File: src/rtl/noc_pkg.sv
// Shared flit layout for the PCI <-> torus NoC bridge.
// A flit is {payload, y_dst, x_dst} with x_dst in the least significant bits.
package noc_pkg;

    localparam int unsigned DATA_W = 32;
    localparam int unsigned XW     = 2;
    localparam int unsigned YW     = 2;
    localparam int unsigned X_LSB  = 0;
    localparam int unsigned Y_LSB  = XW;
    localparam int unsigned D_LSB  = XW + YW;
    localparam int unsigned FLIT_W = DATA_W + XW + YW;

    // Field order matches the flit header: y above x.
    typedef struct packed {
        logic [YW-1:0] y;
        logic [XW-1:0] x;
    } node_xy_t;

    // Linear node index to torus coordinates: x = idx / rows, y = idx % rows.
    function automatic node_xy_t node_xy(input int unsigned idx, input int unsigned rows);
        node_xy_t c;
        c.x = XW'(idx / rows);
        c.y = YW'(idx % rows);
        return c;
    endfunction

endpackage

File: src/rtl/noc_rx_fifo.sv
// First-word-fall-through synchronous FIFO used as the egress return buffer.
// Pointers carry one extra MSB so full and empty are distinguishable.
module noc_rx_fifo #(
    parameter int unsigned WIDTH = 32,
    parameter int unsigned DEPTH = 8
) (
    input  logic             clk,
    input  logic             rst,
    input  logic             push_i,
    input  logic [WIDTH-1:0] data_i,
    input  logic             pop_i,
    output logic [WIDTH-1:0] data_o,
    output logic             full_o,
    output logic             empty_o
);

    localparam int unsigned AW = $clog2(DEPTH);

    logic [WIDTH-1:0] mem_q [DEPTH];
    logic [AW:0]      wr_q, wr_d;
    logic [AW:0]      rd_q, rd_d;
    logic             do_push, do_pop;

    assign empty_o = (wr_q == rd_q);
    assign full_o  = (wr_q[AW] != rd_q[AW]) && (wr_q[AW-1:0] == rd_q[AW-1:0]);
    assign do_push = push_i && !full_o;
    assign do_pop  = pop_i && !empty_o;
    assign data_o  = mem_q[rd_q[AW-1:0]];

    // Pointer next-state: each pointer advances only on its own accepted operation.
    always_comb begin
        // NOTE: every always_comb output gets a default first so no path leaves it unassigned (no latch).
        wr_d = wr_q;
        rd_d = rd_q;
        if (do_push) wr_d = wr_q + 1'b1;
        if (do_pop)  rd_d = rd_q + 1'b1;
    end

    // Pointer registers, cleared asynchronously to the empty state.
    always_ff @(posedge clk or negedge rst) begin
        if (!rst) begin
            // NOTE: sequential state uses non-blocking assignments so all registers update from pre-edge values.
            wr_q <= '0;
            rd_q <= '0;
        end else begin
            wr_q <= wr_d;
            rd_q <= rd_d;
        end
    end

    // Storage write port.
    // NOTE: the array is deliberately not reset; empty pointers make its contents unobservable.
    always_ff @(posedge clk) begin
        if (do_push) mem_q[wr_q[AW-1:0]] <= data_i;
    end

endmodule

File: src/rtl/pci_noc_bridge.sv
// Bridge between the host PCI stream and the NoC injection port of node (0,0).
// Ingress packs PCI words into flits addressed round-robin to nodes 1..X*Y-1;
// egress strips headers from returning flits and streams payloads back to PCI.
// Credits bound in-flight packets to DEPTH so the return buffer cannot overflow.
// Optional macro PCI_NOC_BRIDGE_STATS_EN adds o_tx_cnt / o_rx_cnt handshake counters.
module pci_noc_bridge
    import noc_pkg::*;
#(
    parameter int unsigned X     = 4,
    parameter int unsigned Y     = 4,
    parameter int unsigned DEPTH = 8
) (
    input  logic              clk,
    input  logic              rst,
    input  logic              i_valid_pci,
    input  logic [DATA_W-1:0] i_data_pci,
    output logic              o_ready_pci,
    output logic [DATA_W-1:0] o_data_pci,
    output logic              o_valid_pci,
    input  logic              i_ready_pci,
    output logic              o_valid_noc,
    output logic [FLIT_W-1:0] o_data_noc,
    input  logic              i_ready_noc,
    input  logic              i_valid_noc,
    input  logic [FLIT_W-1:0] i_data_noc,
    output logic              o_ready_noc
`ifdef PCI_NOC_BRIDGE_STATS_EN
    ,
    output logic [31:0]       o_tx_cnt,
    output logic [31:0]       o_rx_cnt
`endif
);

    localparam int unsigned NODES = X * Y;
    localparam int unsigned DW    = $clog2(NODES);
    localparam int unsigned CW    = $clog2(DEPTH) + 1;
    localparam logic [CW-1:0] CRED_MAX = CW'(DEPTH);

    logic [CW-1:0]     credit_q, credit_d;
    logic [DW-1:0]     dest_q, dest_d;
    logic              valid_noc_q, valid_noc_d;
    logic [FLIT_W-1:0] flit_q, flit_d;
    node_xy_t          dst;
    logic              pci_accept, noc_fire, pci_fire;
    logic              fifo_push, fifo_full, fifo_empty;
    logic              unused_hdr;

    assign dst         = node_xy(32'(dest_q), Y);
    assign o_ready_pci = (credit_q != '0) && (!valid_noc_q || i_ready_noc);
    assign pci_accept  = i_valid_pci && o_ready_pci;
    assign noc_fire    = valid_noc_q && i_ready_noc;
    assign pci_fire    = o_valid_pci && i_ready_pci;
    assign o_valid_noc = valid_noc_q;
    assign o_data_noc  = flit_q;
    assign o_ready_noc = !fifo_full;
    assign o_valid_pci = !fifo_empty;
    assign fifo_push   = i_valid_noc && o_ready_noc;
    assign unused_hdr  = ^i_data_noc[D_LSB-1:0];

    // Ingress: load a new flit on accept, otherwise drop valid once the NoC takes it.
    always_comb begin
        valid_noc_d = valid_noc_q;
        flit_d      = flit_q;
        dest_d      = dest_q;
        if (pci_accept) begin
            flit_d      = {i_data_pci, dst};
            valid_noc_d = 1'b1;
            dest_d      = (dest_q == DW'(NODES - 1)) ? DW'(1) : dest_q + DW'(1);
        end else if (noc_fire) begin
            valid_noc_d = 1'b0;
        end
    end

    // Credits: spend on accept, refund on PCI egress, hold when both happen, cap at DEPTH.
    always_comb begin
        credit_d = credit_q;
        if (pci_accept && !pci_fire) begin
            credit_d = credit_q - CW'(1);
        end else if (pci_fire && !pci_accept && credit_q != CRED_MAX) begin
            credit_d = credit_q + CW'(1);
        end
    end

    // Ingress and credit state registers.
    always_ff @(posedge clk or negedge rst) begin
        if (!rst) begin
            credit_q    <= CRED_MAX;
            dest_q      <= DW'(1);
            valid_noc_q <= 1'b0;
            flit_q      <= '0;
        end else begin
            credit_q    <= credit_d;
            dest_q      <= dest_d;
            valid_noc_q <= valid_noc_d;
            flit_q      <= flit_d;
        end
    end

    noc_rx_fifo #(
        .WIDTH (DATA_W),
        .DEPTH (DEPTH)
    ) u_rx_fifo (
        .clk     (clk),
        .rst     (rst),
        .push_i  (fifo_push),
        .data_i  (i_data_noc[FLIT_W-1 -: DATA_W]),
        .pop_i   (i_ready_pci),
        .data_o  (o_data_pci),
        .full_o  (fifo_full),
        .empty_o (fifo_empty)
    );

`ifdef PCI_NOC_BRIDGE_STATS_EN
    logic [31:0] tx_cnt_q, rx_cnt_q;

    // Free-running handshake counters, wrapping modulo 2**32.
    always_ff @(posedge clk or negedge rst) begin
        if (!rst) begin
            tx_cnt_q <= '0;
            rx_cnt_q <= '0;
        end else begin
            if (noc_fire)  tx_cnt_q <= tx_cnt_q + 32'd1;
            if (fifo_push) rx_cnt_q <= rx_cnt_q + 32'd1;
        end
    end

    assign o_tx_cnt = tx_cnt_q;
    assign o_rx_cnt = rx_cnt_q;
`endif

endmodule

File: config.mk
export PLATFORM = sky130hd
export DESIGN_NAME = pci_noc_bridge
export DESIGN_NICKNAME = d
export VERILOG_FILES = /design/src/rtl/noc_pkg.sv /design/src/rtl/noc_rx_fifo.sv /design/src/rtl/pci_noc_bridge.sv
export SDC_FILE = /design/constraint.sdc
export NUM_CORES = 1
export LEC_CHECK = 0
export ABC_AREA = 1
export CAP_MARGIN = 20
export CORE_UTILIZATION = 50
export DETAILED_ROUTE_END_ITERATION = 8
export PLACE_DENSITY = 0.77
export SLEW_MARGIN = 20
export SYNTH_ARGS = -nofsm -noshare
export SYNTH_HDL_FRONTEND = slang
export SYNTH_SLANG_ARGS = --single-unit
File: constraint.sdc
create_clock -name clk -period 3.8 [get_ports clk]
set_input_delay 0.38 -clock clk [delete_from_list [all_inputs] [get_ports clk]]
set_output_delay 0.38 -clock clk [all_outputs]
set_load 0.02 [all_outputs]
==> impl_metrics.py, run 1 <==
metrics = {
    "synthesis": {
        "yosysSeqAreaShare_pct": 73.9,
        "ys_top_cells_by_area": "edfxtp_1 63%, dfrtp_1 10%, nand2_1 7.1%",
        "synth-seq-cells": 309,
        "synth_nets": 1085,
        "yosys.cell_count.top_type": "edfxtp_1",
        "yosysWarnings": 0,
        "synth_top_cell_by_area": "edfxtp_1",
        "synth.top_cells.by_count": "256 x edfxtp_1, 231 x nand2_1, 141 x nor2_1, 134 x o21ai_0, 64 x o22ai_1",
        "synthCells": 1005,
        "avgSynthCellArea_um2": 12.1,
        "synth.distinct_cells": 34,
        "syn-cell-area_um2": 12200,
        "synthFlopType": "edfxtp_1",
        "synthArstFlopShare_pct": 17.2,
        "synth_top_area_share_pct": 63.0,
        "synth_edf_count": 256,
    },
    "timing": {
        "finalCritPeriodShare_pct": 89.9,
        "rsz0062_at_grt": "no",
        "final.setup_skew_ns": 0.0177,
        "drv_slew": 0,
        "period_minus_slack_ns": 3.42,
        "setup_viol": 0,
        "worst_slew_pin_slew_ns": 0.820,
        "max_freq_mhz": 293,
        "max_slew_margin_pct": 45.3,
        "finalSetupTns_ns": 0,
        "final-hold-violation-count": 0,
    },
    "clock_tree": {
        "clock_latency_ns": 0.56,
        "numCtsBuffers": 30,
        "cts_tree": "done",
        "post-cts-setup-buffer-count": 0,
        "clkSlewWorstSetupHoldPaths_ns": 0.06,
        "htreeDepth": 1,
        "cts_resized": 0,
        "numClockSinks": 309,
        "cts_root_buf": "clkbuf_16",
        "clock_tree.buffer_depth": 3,
    },
    "final_layout": {
        "nFillCells": 1764,
        "multi_input_area_um2": 2910,
        "areaGrowthSynthToFinish_pct": 24.5,
        "fin_area_um2": 15200,
        "drive_above_1_share_pct": 9.23,
        "nNetsFinal": 1226,
        "ff_latch_area_um2": 9020,
    },
    "detailed_routing": {
        "viasPerCell": 5.39,
        "routed_wl_um": 26500,
        "routed-via-count": 8037,
        "dr.pass1.iters": 6,
        "ant_nets": 0,
        "drc": 0,
        "wl_per_cell_um": 17.8,
        "drt_iter0_markers": 634,
    },
    "placed_design": {
        "gp_congestion": 0.748,
        "place_area_um2": 14100,
        "place_hpwl_um": 15000,
        "io_buffer_count": 141,
    },
    "floorplanning": {
        "die_y_um": 158,
        "fp-row-count": 56,
        "dieArea_um2": 25000,
        "io_pins": 146,
        "initial_core_util_pct": 51.5,
        "core_area_um2": 23700,
        "die_width_um": 158,
    },
    "critical_path": {
        "path_buf_inv": 3,
        "crit_type": "reg -> out",
        "path_cells": "buf_12, buf_4, o21ai_0, o22ai_1, nand2_1, nand2_1, clkdlybuf4s50_1",
        "worstPathArrival_ns": 3.04,
        "crit_family": "buffers and inverters",
        "crit_slowest_cell": "dfrtp_4",
        "max_stage_delay_ns": 0.74,
        "cp-startpoint": "u_rx_fifo.rd_q[0]",
        "reg2reg_to": "u_rx_fifo.mem_q[6][9]",
        "worstSetupStartpointType": "register",
        "cp-endpoint": "o_data_pci[5]",
        "rrSetupSlack_ns": 0.98,
        "reg2reg_depth": 10,
        "end_kind": "primary output",
        "path_depth": 7,
        "critical_path.max_fanout": 76,
        "path_common_cell": "nand2_1",
        "r2r-start": "u_rx_fifo.rd_q[0]",
        "cp_data_required_time_ns": 3.42,
    },
    "min_path": {
        "holdCritPathClass": "in -> reg",
    },
    "global_route": {
        "overflow": 0,
        "grt_start_max_net_pins": 77,
        "grt_pass1_wl_um": 40600,
        "grt_use_total_pct": 21.3,
        "antenna_found_initial": 1,
        "grt_pass1_vias": 7780,
    },
    "power_and_ir_drop": {
        "power_mw": 12.5,
        "p_leak_nw": 5.63,
        "ir_worst_vdd_v": 0.000461,
        "power-per-cell-area_nw_per_um2": 825,
    },
    "run": {
        "maxCapViolations": 0,
    },
    "status": {
        "outcome": "finished clean",
    },
}
flip-flops by register name, summed over array words and instances (netlist names):
signal and cells:
credit_q 4, dest_q 4, o_data_noc 36, o_valid_noc 1, u_rx_fifo.mem_q 256, u_rx_fifo.rd_q 4
u_rx_fifo.wr_q 4
worst register-to-register path, cell delays in order (launching register included):
cell,delay [ns]
dfrtp_4,0.74
buf_12,0.38
nand2_1,0.13
nand2_2,0.09
nor2_4,0.04
nand4_2,0.08
nand2_2,0.11
inv_2,0.10
nand2_2,0.15
nor3_4,0.45
buf_4,0.27
area by class of cell:
| cell class | instances | area share (%) |
|---|---|---|
| sequential | 309 | 59.4 |
| clock buffer | 37 | 5.31 |
| tap | 319 | 2.63 |
| multi-input combinational | 613 | 19.1 |
| timing repair buffer | 166 | 11.2 |
| antenna | 1 | 0.0165 |
| clock inverter | 19 | 1.62 |
| inverter | 26 | 0.667 |
report_power, final:
group | switching, mW | internal, mW | total (mW)
Sequential | 0.305 | 4.34 | 4.64
Clock | 1.23 | 1.86 | 3.09
Combinational | 2.99 | 1.81 | 4.81
Total | 4.53 | 8.01 | 12.5
logic make-up (layout without fill, tap and decap cells):
| group | Yosys count | in the layout | synth area share [%] |
|---|---|---|---|
| buffers and inverters | 83 | 248 | 2.83 |
| xor gates and xnor gates | 9 | 9 | 0.646 |
| AOI/OAI and AO/OA | 202 | 202 | 8.98 |
| muxes | 1 | 1 | 0.0922 |
| DFF | 309 | 309 | 73.9 |
| and+or+nand+nor | 395 | 395 | 12.9 |
| other | 0 | 1 | 0 |
| adders and majority gates | 6 | 6 | 0.676 |
through the flow:
step	utilization, %	hold slack (ns)	std cells	setup slack (ns)
finish	64.2	0.365	1490	0.382
global route	64.2	0.355	1490	0.254
CTS	64.1	0.338	1489	0.372
detailed placement	59.7	0.464	1432	0.971
global placement	59.7	0.463	1432	1.03
floorplan	-	0.0844	1005	0.873
how the worst min path moves through the flow:
stage                     slack (ns)      startpoint  cells past startpoint        endpoint
after CTS                       0.34  i_data_pci[16]                      3  o_data_noc[20]
after detailed placement        0.46  o_data_noc[12]                      2  o_data_noc[12]
after global routing            0.35  i_data_pci[19]                      3  o_data_noc[23]
final                           0.36  i_data_pci[16]                      3  o_data_noc[20]
after floorplan                 0.08             rst                      0     credit_q[0]
after global placement          0.46  o_data_noc[33]                      2  o_data_noc[33]
placed cells by master (no fill, tap or decap), drive strengths merged, types with 5 or more instances in the layout:
cell type	Yosys	final
nor2	144	144
bufinv	0	5
clkdlybuf4s50	0	140
inv	26	26
dfrtp	51	51
nand3	7	7
edfxtp	256	256
o21ai	135	135
o22ai	64	64
clkinv	0	12
ha	5	5
nand2	239	239
buf	16	25
clkbuf	41	37
xor2	8	8
repair_timing:
action,CTS,global route
hold buffers,1,0
endpoints found under the hold margin,33,0
endpoints found under the setup margin,0,0
metal layers:
metal | part of all wire, % | GRT usage [%] | wire length (um) | up-vias
met2 | 50 | 36.3 | 13100 | 318
met5 | 0 | 0 | 0 | -
met3 | 7.1 | 3.21 | 1870 | 40
met4 | 2.0 | 7.05 | 528 | 0
li1 | - | - | - | 3815
met1 | 41 | 28.1 | 11000 | 3864
(Power assumes the default switching activity.)
==> inputs of run 2 (changes only) <==
--- a/config.mk
+++ b/config.mk
@@ -10,4 +10,5 @@
 export CORE_UTILIZATION = 50
 export DETAILED_ROUTE_END_ITERATION = 8
+export MAX_ROUTING_LAYER = met4
 export PLACE_DENSITY = 0.77
 export SLEW_MARGIN = 20
==> constraint.sdc (replaced) <==
create_clock -name clk -period 3.8 [get_ports clk]
set_input_delay 0.76 -clock clk [delete_from_list [all_inputs] [get_ports clk]]
set_output_delay 0.76 -clock clk [all_outputs]
set_load 0.02 [all_outputs]
==> impl_metrics.py, run 2 (synthesized netlist as in run 1, its figures left out) <==
metrics = {
    "clock_tree": {
        "clock_latency_ns": 0.54,
        "htreeDepth": 1,
        "numClockSinks": 309,
        "numCtsBuffers": 30,
        "clkSlewWorstSetupHoldPaths_ns": 0.06,
        "clock_tree.buffer_depth": 3,
        "cts_resized": 0,
        "cts.hold.buffers_added": 0,
        "cts_root_buf": "clkbuf_16",
        "post-cts-setup-buffer-count": 0,
        "cts_tree": "done",
    },
    "power_and_ir_drop": {
        "clkPwrFrac_pct": 23.7,
        "p_seq_share_pct": 37.1,
        "power-per-cell-area_nw_per_um2": 821,
        "p_int_mw": 7.88,
        "power_mw": 12.4,
        "switchingPower_mw": 4.47,
        "p_leak_nw": 5.56,
        "swShare_pct": 36.2,
        "ir_worst_vdd_v": 0.000550,
        "comb_power_share_pct": 39.2,
    },
    "detailed_routing": {
        "drc": 0,
        "met2_length_um": 13000,
        "wl_met3_um": 1900,
        "met1_length_um": 10900,
        "drt_iter0_markers": 784,
        "routed-via-count": 8043,
        "ant_nets": 0,
        "viasPerCell": 5.42,
        "dr.pass1.iters": 5,
        "wl_per_cell_um": 17.8,
        "routed_wl_um": 26500,
        "routed.top_layer": "met4",
    },
    "timing": {
        "final-hold-violation-count": 0,
        "setup_ws_ns": 0.283,
        "setup_viol": 0,
        "finalCritPeriodShare_pct": 92.5,
        "drv_slew": 0,
        "max_slew_margin_pct": 38.6,
        "max_freq_mhz": 284,
        "whs_ns": 0.356,
        "period_minus_slack_ns": 3.52,
        "final.setup_skew_ns": 0.00714,
        "finalSetupTns_ns": 0,
        "rsz0062_at_grt": "no",
        "worst_slew_pin_slew_ns": 0.922,
    },
    "final_layout": {
        "nFillCells": 1760,
        "largest_reg_flops": 256,
        "final_cell_mix": "256 x edfxtp_1, 231 x nand2_1, 140 x clkdlybuf4s50_1",
        "final_common_cell": "edfxtp_1",
        "nNetsFinal": 1220,
        "areaGrowthSynthToFinish_pct": 23.3,
        "fin_area_um2": 15100,
        "drive_above_1_share_pct": 8.08,
    },
    "placed_design": {
        "io_buffer_count": 141,
        "place_area_um2": 14100,
        "place_ws_ns": 0.856,
        "place_hpwl_um": 14300,
        "gp_congestion": 0.781,
    },
    "floorplanning": {
        "core_area_um2": 23700,
        "initial_core_util_pct": 51.5,
        "fp-row-count": 56,
        "die_y_um": 158,
        "dieArea_um2": 25000,
        "io_pins": 146,
        "die_width_um": 158,
    },
    "critical_path": {
        "reg2reg_to": "u_rx_fifo.mem_q[5][25]",
        "crit_type": "reg -> out",
        "worstSetupStartpointType": "register",
        "cp_data_required_time_ns": 3.04,
        "r2r-start": "u_rx_fifo.rd_q[1]",
        "worstPathArrival_ns": 2.76,
        "end_kind": "primary output",
        "rrSetupSlack_ns": 1.06,
        "critical_path.max_fanout": 67,
        "cp-startpoint": "u_rx_fifo.rd_q[1]",
        "reg2reg_depth": 10,
        "cp-endpoint": "o_data_pci[30]",
    },
    "run": {
        "maxCapViolations": 0,
    },
    "global_route": {
        "antenna_found_initial": 2,
        "grt_start_max_net_pins": 132,
        "grt_use_total_pct": 21.8,
        "overflow": 0,
        "grt_pass1_wl_um": 40200,
        "grt_pass1_vias": 7760,
    },
    "status": {
        "outcome": "finished clean",
    },
    "min_path": {
        "holdCritPathClass": "in -> async",
    },
}
[run 2: how the worst min path moves through the flow]
| stage | from | endpoint | slack (ns) | cells after the start |
|---|---|---|---|---|
| global placement | o_data_noc[20] | o_data_noc[20] | 0.46 | 2 |
| detailed placement | o_data_noc[27] | o_data_noc[27] | 0.46 | 2 |
| finish | rst | o_data_noc[6] | 0.36 | 1 |
| global route | rst | o_data_noc[5] | 0.41 | 1 |
| floorplan | rst | credit_q[0] | 0.46 | 0 |
| CTS | rst | o_data_noc[24] | 0.38 | 1 |
[run 2: final cells by class]
class                   instances  area, um2  area share (%)
diodes                          2       5.00          0.0333
clock buffers                  38        802            5.33
clock inverters                17        178            1.18
inverters                      26        101           0.673
multi-input cells             613       2910            19.3
flip-flops and latches        309       9020            59.9
well taps                     319        399            2.65
repair buffers                160       1640            10.9
[run 2: routing by layer]
layer | up-vias | GRT usage [%]
met3 | 53 | 3.10
met1 | 3887 | 28.0
li1 | 3794 | -
met2 | 309 | 35.4
met4 | 0 | 7.92
met5 | - | -
[run 2: worst max-delay path, stage by stage, from the launching register on]
cell             delay [ns]
dfrtp_2                0.35
buf_4                  0.59
o21ai_0                0.22
o22ai_1                0.24
nand2_1                0.09
nand2_1                0.11
clkdlybuf4s50_1        0.62
[run 2: through the flow]
step	cells	utilization, %
after floorplan	1005	-
after global placement	1427	59.4
after detailed placement	1427	59.4
after CTS	1482	63.5
after global routing	1484	63.6
final	1484	63.6
[run 2: power by group through the flow]
| stage | clock, mW | combinational (mW) | sequential (mW) |
|---|---|---|---|
| global placement | 0 | 4.74 | 4.62 |
| detailed placement | 0 | 4.84 | 4.64 |
| finish | 2.93 | 4.84 | 4.58 |
| global route | 3.12 | 5.26 | 4.64 |
| CTS | 2.98 | 4.87 | 4.58 |
| floorplan | 0 | 2.77 | 4.76 |
